--- src/rtl/alu_pkg.sv ---
// ============================================================================
// Package : alu_pkg
// Purpose : Shared types for the integer ALU and its HI/LO multiply unit.
//           alu_sel_t    - ALU operation select (C_MFHI/C_MFLO read HI/LO).
//           mult_state_t - control states of the mult_hilo sequencer.
// Rev     : 1.0  initial release
// ============================================================================
`default_nettype none

package alu_pkg;

  // ALU operation select. C_MFHI / C_MFLO route the mult_hilo HI and LO
  // registers onto the ALU result bus.
  typedef enum logic [3:0] {
    C_ADD  = 4'd0,
    C_SUB  = 4'd1,
    C_AND  = 4'd2,
    C_OR   = 4'd3,
    C_XOR  = 4'd4,
    C_NOR  = 4'd5,
    C_SLT  = 4'd6,
    C_SLTU = 4'd7,
    C_SLL  = 4'd8,
    C_SRL  = 4'd9,
    C_SRA  = 4'd10,
    C_LUI  = 4'd11,
    C_MFHI = 4'd12,
    C_MFLO = 4'd13
  } alu_sel_t;

  // Multiply sequencer states.
  typedef enum logic [1:0] {
    IDLE   = 2'd0,
    RUN    = 2'd1,
    FINISH = 2'd2
  } mult_state_t;

endpackage : alu_pkg

`default_nettype wire

--- src/rtl/mult_hilo.sv ---
// ============================================================================
// Module  : mult_hilo
// Purpose : Iterative radix-2 shift-add multiplier feeding the HI/LO register
//           pair (MULT / MULTU). One partial-product step per clock; the
//           2*WIDTH-bit product lands in {hi,lo} WIDTH+1 cycles after start.
// Ports   : clk        rising-edge clock
//           rst        asynchronous active-high reset
//           start      request a multiply of op_a by op_b (ignored while busy)
//           is_signed  1 = two's-complement, 0 = unsigned
//           op_a, op_b operands, sampled with start
//           busy       high while a multiply is in progress
//           done       one-cycle pulse when hi/lo take a new product
//           hi, lo     registered HI/LO contents
//           hilo_wr, hi_in, lo_in
//                      direct HI/LO write port, present only when the macro
//                      HILO_WRITE_EN is defined
// Config  : `define HILO_WRITE_EN to build the direct-write port.
// Rev     : 1.0  initial release
// ============================================================================
`default_nettype none

module mult_hilo
  import alu_pkg::*;
#(
  parameter int WIDTH = 32
) (
  input  logic             clk,
  input  logic             rst,
  input  logic             start,
  input  logic             is_signed,
  input  logic [WIDTH-1:0] op_a,
  input  logic [WIDTH-1:0] op_b,
`ifdef HILO_WRITE_EN
  input  logic             hilo_wr,
  input  logic [WIDTH-1:0] hi_in,
  input  logic [WIDTH-1:0] lo_in,
`endif
  output logic             busy,
  output logic             done,
  output logic [WIDTH-1:0] hi,
  output logic [WIDTH-1:0] lo
);

  // Counter must be able to hold WIDTH itself.
  localparam int CW = $clog2(WIDTH + 1);

  mult_state_t        state, state_next;
  logic               accept;

  logic [WIDTH-1:0]   mcand;     // multiplicand magnitude
  logic [WIDTH-1:0]   mplier;    // multiplier magnitude, shifted right per step
  logic               neg;       // product must be negated on write-back
  logic [2*WIDTH-1:0] acc;
  logic [CW-1:0]      count;

  // --------------------------------------------------------------------------
  // Operand conditioning. Magnitudes are kept WIDTH-bit unsigned so the most
  // negative operand (e.g. 0x80 at WIDTH=8) maps to its true magnitude.
  // --------------------------------------------------------------------------
  logic             a_neg, b_neg;
  logic [WIDTH-1:0] a_mag, b_mag;

  always_comb begin
    a_neg = is_signed & op_a[WIDTH-1];
    b_neg = is_signed & op_b[WIDTH-1];
    a_mag = a_neg ? (~op_a + {{(WIDTH-1){1'b0}}, 1'b1}) : op_a;
    b_mag = b_neg ? (~op_b + {{(WIDTH-1){1'b0}}, 1'b1}) : op_b;
  end

  // --------------------------------------------------------------------------
  // One shift-add step: add the multiplicand into the upper half when the
  // current multiplier bit is set, then shift the whole accumulator right.
  // The adder carry becomes the new MSB, so nothing is lost after WIDTH steps.
  // --------------------------------------------------------------------------
  logic [WIDTH:0]     partial;
  logic [2*WIDTH-1:0] acc_step;
  logic [2*WIDTH-1:0] product;

  always_comb begin
    partial  = {1'b0, acc[2*WIDTH-1:WIDTH]}
             + (mplier[0] ? {1'b0, mcand} : {(WIDTH+1){1'b0}});
    acc_step = {partial, acc[WIDTH-1:1]};
    product  = neg ? (~acc + {{(2*WIDTH-1){1'b0}}, 1'b1}) : acc;
  end

  // --------------------------------------------------------------------------
  // Sequencer
  // --------------------------------------------------------------------------
  always_ff @(posedge clk or posedge rst) begin
    if (rst) begin
      state <= IDLE;
    end else begin
      state <= state_next;
    end
  end

  always_comb begin
    state_next = state;
    accept     = 1'b0;
    unique case (state)
      IDLE: begin
        if (start) begin
          accept     = 1'b1;
          state_next = RUN;
        end
      end
      RUN: begin
        // This step takes the counter from 1 to 0.
        if (count == CW'(1)) begin
          state_next = FINISH;
        end
      end
      FINISH: begin
        state_next = IDLE;
      end
      default: begin
        state_next = IDLE;
      end
    endcase
  end

  assign busy = (state == RUN) || (state == FINISH);

  // --------------------------------------------------------------------------
  // Datapath registers
  // --------------------------------------------------------------------------
  always_ff @(posedge clk or posedge rst) begin
    if (rst) begin
      mcand  <= '0;
      mplier <= '0;
      neg    <= 1'b0;
      acc    <= '0;
      count  <= '0;
    end else if (accept) begin
      mcand  <= a_mag;
      mplier <= b_mag;
      neg    <= a_neg ^ b_neg;
      acc    <= '0;
      count  <= CW'(WIDTH);
    end else if (state == RUN) begin
      acc    <= acc_step;
      mplier <= {1'b0, mplier[WIDTH-1:1]};
      count  <= count - CW'(1);
    end
  end

  // --------------------------------------------------------------------------
  // HI/LO registers and completion pulse. done is registered so it is
  // coincident with the new hi/lo values rather than one cycle ahead.
  // --------------------------------------------------------------------------
  always_ff @(posedge clk or posedge rst) begin
    if (rst) begin
      hi   <= '0;
      lo   <= '0;
      done <= 1'b0;
    end else begin
      done <= (state == FINISH);
      if (state == FINISH) begin
        hi <= product[2*WIDTH-1:WIDTH];
        lo <= product[WIDTH-1:0];
      end
`ifdef HILO_WRITE_EN
      // Direct write only in IDLE; a simultaneous start takes precedence.
      else if ((state == IDLE) && hilo_wr && !start) begin
        hi <= hi_in;
        lo <= lo_in;
      end
`endif
    end
  end

endmodule : mult_hilo

`default_nettype wire
--- config.mk ---
export PLATFORM = sky130hd
export DESIGN_NAME = mult_hilo
export DESIGN_NICKNAME = d
export VERILOG_FILES = /design/src/rtl/alu_pkg.sv /design/src/rtl/mult_hilo.sv
export SDC_FILE = /design/constraint.sdc
export NUM_CORES = 1
export LEC_CHECK = 0
export ABC_CLOCK_PERIOD_IN_PS = 7700
export CORE_UTILIZATION = 55
export CTS_CLUSTER_SIZE = 10
export DETAILED_ROUTE_END_ITERATION = 10
export GPL_TIMING_DRIVEN = 0
export PLACE_DENSITY = 0.78
export SETUP_SLACK_MARGIN = 0.02
export SLEW_MARGIN = 10
export SYNTH_ARGS = -nofsm -noshare
export SYNTH_HDL_FRONTEND = slang
export SYNTH_SLANG_ARGS = --single-unit
--- constraint.sdc ---
create_clock -name clk -period 7.7 [get_ports clk]
set_input_delay 1.54 -clock clk [delete_from_list [all_inputs] [get_ports clk]]
set_output_delay 1.54 -clock clk [all_outputs]
set_load 0.01 [all_outputs]
* After elaboration in Yosys (flattened, before gate mapping)
Index checks and enable logic that the tools add are counted.
** Cells by class
- Add/sub/neg operators :: 5
- Equality and inequality tests :: 5
- Mux-type cells :: 15
- Bitwise operators :: 6
- Reductions and logical operators :: 4
** Operators with widths (count)
- $mux W64 :: 3
- $mux W32 :: 5
- $add A32 B1 Y32 const B :: 2
- $add A64 B1 Y64 const B :: 1
- $not A32 Y32 :: 2
- $not A64 Y64 :: 1
- $add A32 B32 Y33 :: 1
- $mux W6 :: 2
- $eq A6 B1 Y1 const B :: 1
- $sub A6 B1 Y6 const B :: 1
- $mux W2 :: 2
- $ne A2 B2 Y1 const B :: 2
- $pmux W2 S2 :: 1
- $and A1 B1 Y1 :: 2
- $eq A2 B1 Y1 const B :: 1
- $eq A2 B2 Y1 const B :: 1
- $logic_not A2 Y1 :: 1
- $mux W1 :: 2
- $reduce_and A2 Y1 :: 1
- $reduce_bool A2 Y1 :: 1
- $logic_or A1 B1 Y1 :: 1
- $xor A1 B1 Y1 :: 1
** Word-level totals
- Flip-flop bits (word level) :: 202
- Bits of input ports :: 68
- Output and inout port bits :: 66
- Logic and storage cells :: 44

* Longest topological paths before layout
- Depth in word-level cells :: 4
- Mapped depth :: 12
- Mapped depth without buffers :: 11

* Worst setup path after synthesis
OpenSTA, ideal clock, no wires.
- Path type :: input to register
- Start point :: input op_a[4]
- End point :: register mcand[29]
- Setup time :: 0.134 ns
- Arrival time :: 3.203 ns
- Data required time :: 7.566 ns
- Setup slack :: 4.363 ns
- Stages on the path :: 7
- Buffers on the path :: 0
- Path through :: or4_4 nor4_4 nand3_1 or2_2 o41ai_2 xor2_1 o21ai_0
** Between the ends
- Cells in the longest elaborated chain, start to end :: 3
** Ends and longest elaborated chain
- from (decl) :: RTL line mult_hilo.sv:31 : input logic [WIDTH-1:0] op_a,
- $not A32 Y32 :: RTL line mult_hilo.sv:66 : a_mag = a_neg ? (~op_a + {{(WIDTH-1){1'b0}}, 1'b1}) : op_a;
- $add A32 B1 Y32 :: RTL line mult_hilo.sv:66
- $mux W32 :: RTL line mult_hilo.sv:66
- to (signal assigned) :: RTL line mult_hilo.sv:135 : mcand <= a_mag;
- to (decl) :: RTL line mult_hilo.sv:50 : logic [WIDTH-1:0] mcand;
No other way between the ends.
A chain may end at the register's enable or synchronous reset.

* Worst setup path in the final report
- Start point :: input op_b[2]
- End point :: register mplier[19]
** Between the ends
- Cells in the longest elaborated chain, start to end :: 4
** Ends and longest elaborated chain
- from (decl) :: RTL line mult_hilo.sv:32 : input logic [WIDTH-1:0] op_b,
- $not A32 Y32 :: RTL line mult_hilo.sv:67 : b_mag = b_neg ? (~op_b + {{(WIDTH-1){1'b0}}, 1'b1}) : op_b;
- $add A32 B1 Y32 :: RTL line mult_hilo.sv:67
- $mux W32 :: RTL line mult_hilo.sv:67
- $mux W32 :: RTL line mult_hilo.sv:134 : end else if (accept) begin
- to (signal assigned) :: RTL line mult_hilo.sv:136 : mplier <= b_mag;
- to (signal assigned) :: RTL line mult_hilo.sv:142 : mplier <= {1'b0, mplier[WIDTH-1:1]};
- to (decl) :: RTL line mult_hilo.sv:51 : logic [WIDTH-1:0] mplier;
No other way between the ends.

==> results.py <==
metrics = {
    "synthesis": {
        "syn_nets": 1554,
        "yosys-top-cells-area": "dfrtp_1 40%, mux2i_1 5.3%, xor2_1 5.2%",
        "ys_warn_count": 0,
        "synthCells": 1444,
        "yosysUniqueCellTypes": 76,
        "yosysTopAreaCellShare": 0.397,
        "yosysTopAreaCell": "dfrtp_1",
        "syn_area_sq_um": 12700,
        "syn_avg_cell_area_sq_um": 8.82,
        "ys_ff_latch": 202,
        "ys_async_sr_fraction": 1.00,
        "ys_seq_area_frac": 0.397,
        "synth_ff_type": "dfrtp_1",
        "synth_edf_count": 0,
    },
    "pwr": {
        "p_sw_mw": 2.30,
        "peakVddDrop_mv": 0.159,
        "power.density_nw_per_um2": 362,
        "clock_power_share": 0.180,
        "sw_frac_of_total": 0.421,
        "power_frac_seq": 0.332,
        "combPwrFrac": 0.488,
        "finalPower_mw": 5.47,
        "p_int_mw": 3.17,
        "leakagePower_nw": 6.56,
    },
    "finish": {
        "n_fill_cell": 1944,
        "regArea_sq_um": 5050,
        "area_growth_pct": 18.6,
        "stdcell_count": 1891,
        "final_common_cell": "dfrtp_1",
        "mostFrequentLayoutCells": "202 x dfrtp_1, 168 x nor2_1, 143 x nand2_1",
        "drive_above_1_share": 0.0417,
        "final_nets": 1714,
        "multi_input_area_sq_um": 7260,
        "antenna-diode-count": 0,
    },
    "critical_path": {
        "cp.required_ps": 8070,
        "end_kind": "flip-flop",
        "reg2reg_depth": 12,
        "r2r_end": "acc[59]$_DFFE_PP0P_",
        "crit_path_start": "op_b[2]",
        "r2r-start": "mplier[0]$_DFFE_PP0P_",
        "rrSetupSlack_ps": 4230,
        "path_class": "input port to flip-flop",
        "path_max_fanout": 5,
        "arrival_ps": 4400,
        "cp-start-kind": "input port",
        "critPathCapture": "mplier[19]$_DFFE_PP0P_",
    },
    "sta": {
        "setup_violations": 0,
        "min_period_over_period": 0.524,
        "max_freq_mhz": 248,
        "skew_ps": 16.2,
        "relSlewSlack": 0.359,
        "finalHoldViolCount": 0,
        "period_needed_ps": 4030,
        "worst_pin_slew_ps": 953,
        "rsz0062_at_grt": "false",
        "slew_violations": 0,
        "setup_slack_ps": 3670,
    },
    "routing": {
        "drtPass1Iterations": 8,
        "drtIter0Drc": 943,
        "finalWirelength_mm": 33.8,
        "vias": 11242,
        "viasPerCell": 5.95,
        "wl_per_cell_microns": 17.9,
        "ant_nets": 0,
        "drc": 0,
    },
    "job": {
        "cap_viol_max_count": 0,
    },
    "status": {
        "status": "completed",
    },
    "grt": {
        "grt_max_degree": 125,
        "grtUsageTotal": 0.292,
        "overflow": 0,
        "grt_pass1_vias": 10849,
        "antenna_found_initial": 0,
        "grt_pass1_wl_mm": 56.1,
    },
    "clock_tree": {
        "cts_tree": "yes",
        "root_buffer": "clkbuf_16",
        "htreeDepth": 1,
        "post-cts-setup-buffers": 0,
        "numCtsBuffers": 24,
        "insertion_delay_ps": 510,
        "clock_path_buffers": 3,
        "cts_sinks": 202,
        "cts_resized": 0,
        "cts_hold_buf": 0,
        "clk_pin_slew_ps": 50,
    },
    "floorplan": {
        "core_region_area_sq_um": 22700,
        "boundaryPins": 134,
        "rows": 55,
        "dieArea_sq_um": 23800,
        "die_h_microns": 154,
        "die_w_microns": 154,
        "start_util": 0.561,
    },
    "placement": {
        "placedCellCount": 1863,
        "place_ws_ps": 3280,
        "dp_hpwl_mm": 25.5,
        "gp_congestion": 0.952,
        "port_buffers": 133,
    },
    "min_path": {
        "min_from": "mcand[31]$_DFFE_PP0P_",
        "hold_depth": 2,
        "min_path_type": "flip-flop to flip-flop",
    },
}
## layer usage
metal  vias to the layer above  global-route usage  wire length, microns
met5                         -                   0                     0
met2                       397               0.481                 15800
li1                       5434                   -                     -
met3                        65              0.0297                  1810
met1                      5346               0.410                 15400
met4                         0              0.0819                   769
## how the worst min path moves through the flow
stage,to,slack [ps]
floorplan,mcand[31]$_DFFE_PP0P_,440
global placement,mcand[27]$_DFFE_PP0P_,450
detailed placement,mcand[31]$_DFFE_PP0P_,460
CTS,mcand[31]$_DFFE_PP0P_,470
global route,mcand[27]$_DFFE_PP0P_,500
finish,mcand[31]$_DFFE_PP0P_,460
## power by group through the flow
stage / Sequential (mW) / Clock, mW / Combinational (mW)
6_report: 1.81 / 0.987 / 2.67
5_1_grt: 1.86 / 1.05 / 2.94
4_1_cts: 1.80 / 0.998 / 2.65
3_5_place_dp: 1.82 / 0 / 2.63
3_3_place_gp: 1.79 / 0 / 2.57
2_1_floorplan: 1.78 / 0 / 1.70
## registers in the layout, indices dropped and copies added, names as in the netlist
| register | cells |
|---|---|
| acc | 64 |
| hi | 32 |
| lo | 32 |
| mcand | 32 |
| mplier | 32 |
| count | 6 |
| state | 2 |
| done | 1 |
| neg | 1 |
## Yosys cell counts (3+ instances only)
library cell  instances
nand3b_1              3
a21oi_1             129
o41ai_2               8
or4_1                 9
nor4_1               15
mux2i_1              67
a21o_1                9
xnor2_1              60
nor3_1               31
nor2b_1               9
o211ai_1             10
a211o_1               6
nand3_1              23
o21bai_1              7
ha_1                 41
o2111ai_1             4
o31a_1                3
o31ai_1              28
clkbuf_1             65
or3_1                13
buf_1                12
and3_1                7
o41ai_1               4
nand2_1             143
and2_1               39
nand2b_1              4
o21a_1               11
inv_1                30
a211oi_1             10
dfrtp_1             202
nand4_1              13
mux2_2                3
o21ai_0             114
nor2_1              168
nand3_2               3
nand4b_1              4
xor2_1               76
a31oi_1              11
## kinds of logic after synthesis
kind of cell,count (synthesis),share of synthesized area
XOR/XNOR,136,0.0935
buffers and inverters,111,0.0332
AO/OA/AOI/OAI,376,0.184
flip-flops,202,0.397
multiplexers,70,0.0553
AND/OR/NAND/NOR,507,0.195
adder cells (fa/ha/maj),42,0.0418
## layout make-up
class	instances	share of cell area
Buffer	80	0.0203
Inverter	31	0.00820
Multi-Input combinational cell	1131	0.480
Sequential cell	202	0.334
Clock buffer	27	0.0426
Clock inverter	1	0.000497
Timing Repair Buffer	134	0.0899
Tap cell	285	0.0236
## per-stage QoR
step                      hold slack (ps)  cell area (sq um)  setup TNS (ps)  utilization
after global routing                  496              15100               0        0.665
after global placement                454              14400         -344660        0.635
after floorplan                       438              12700               0            -
after CTS                             470              15100               0        0.665
final                                 465              15100               0        0.665
after detailed placement              457              14500               0        0.637
## critical path, cell delays in order
cell and delay, ps:
clkdlybuf4s50_1 490, nor4_1 760, nand4_1 340, o41ai_1 670, o21ai_0 250, xor2_1 210, nand2_1 70, o21ai_0 70
Note: power is estimated with default switching activity, not from simulation.
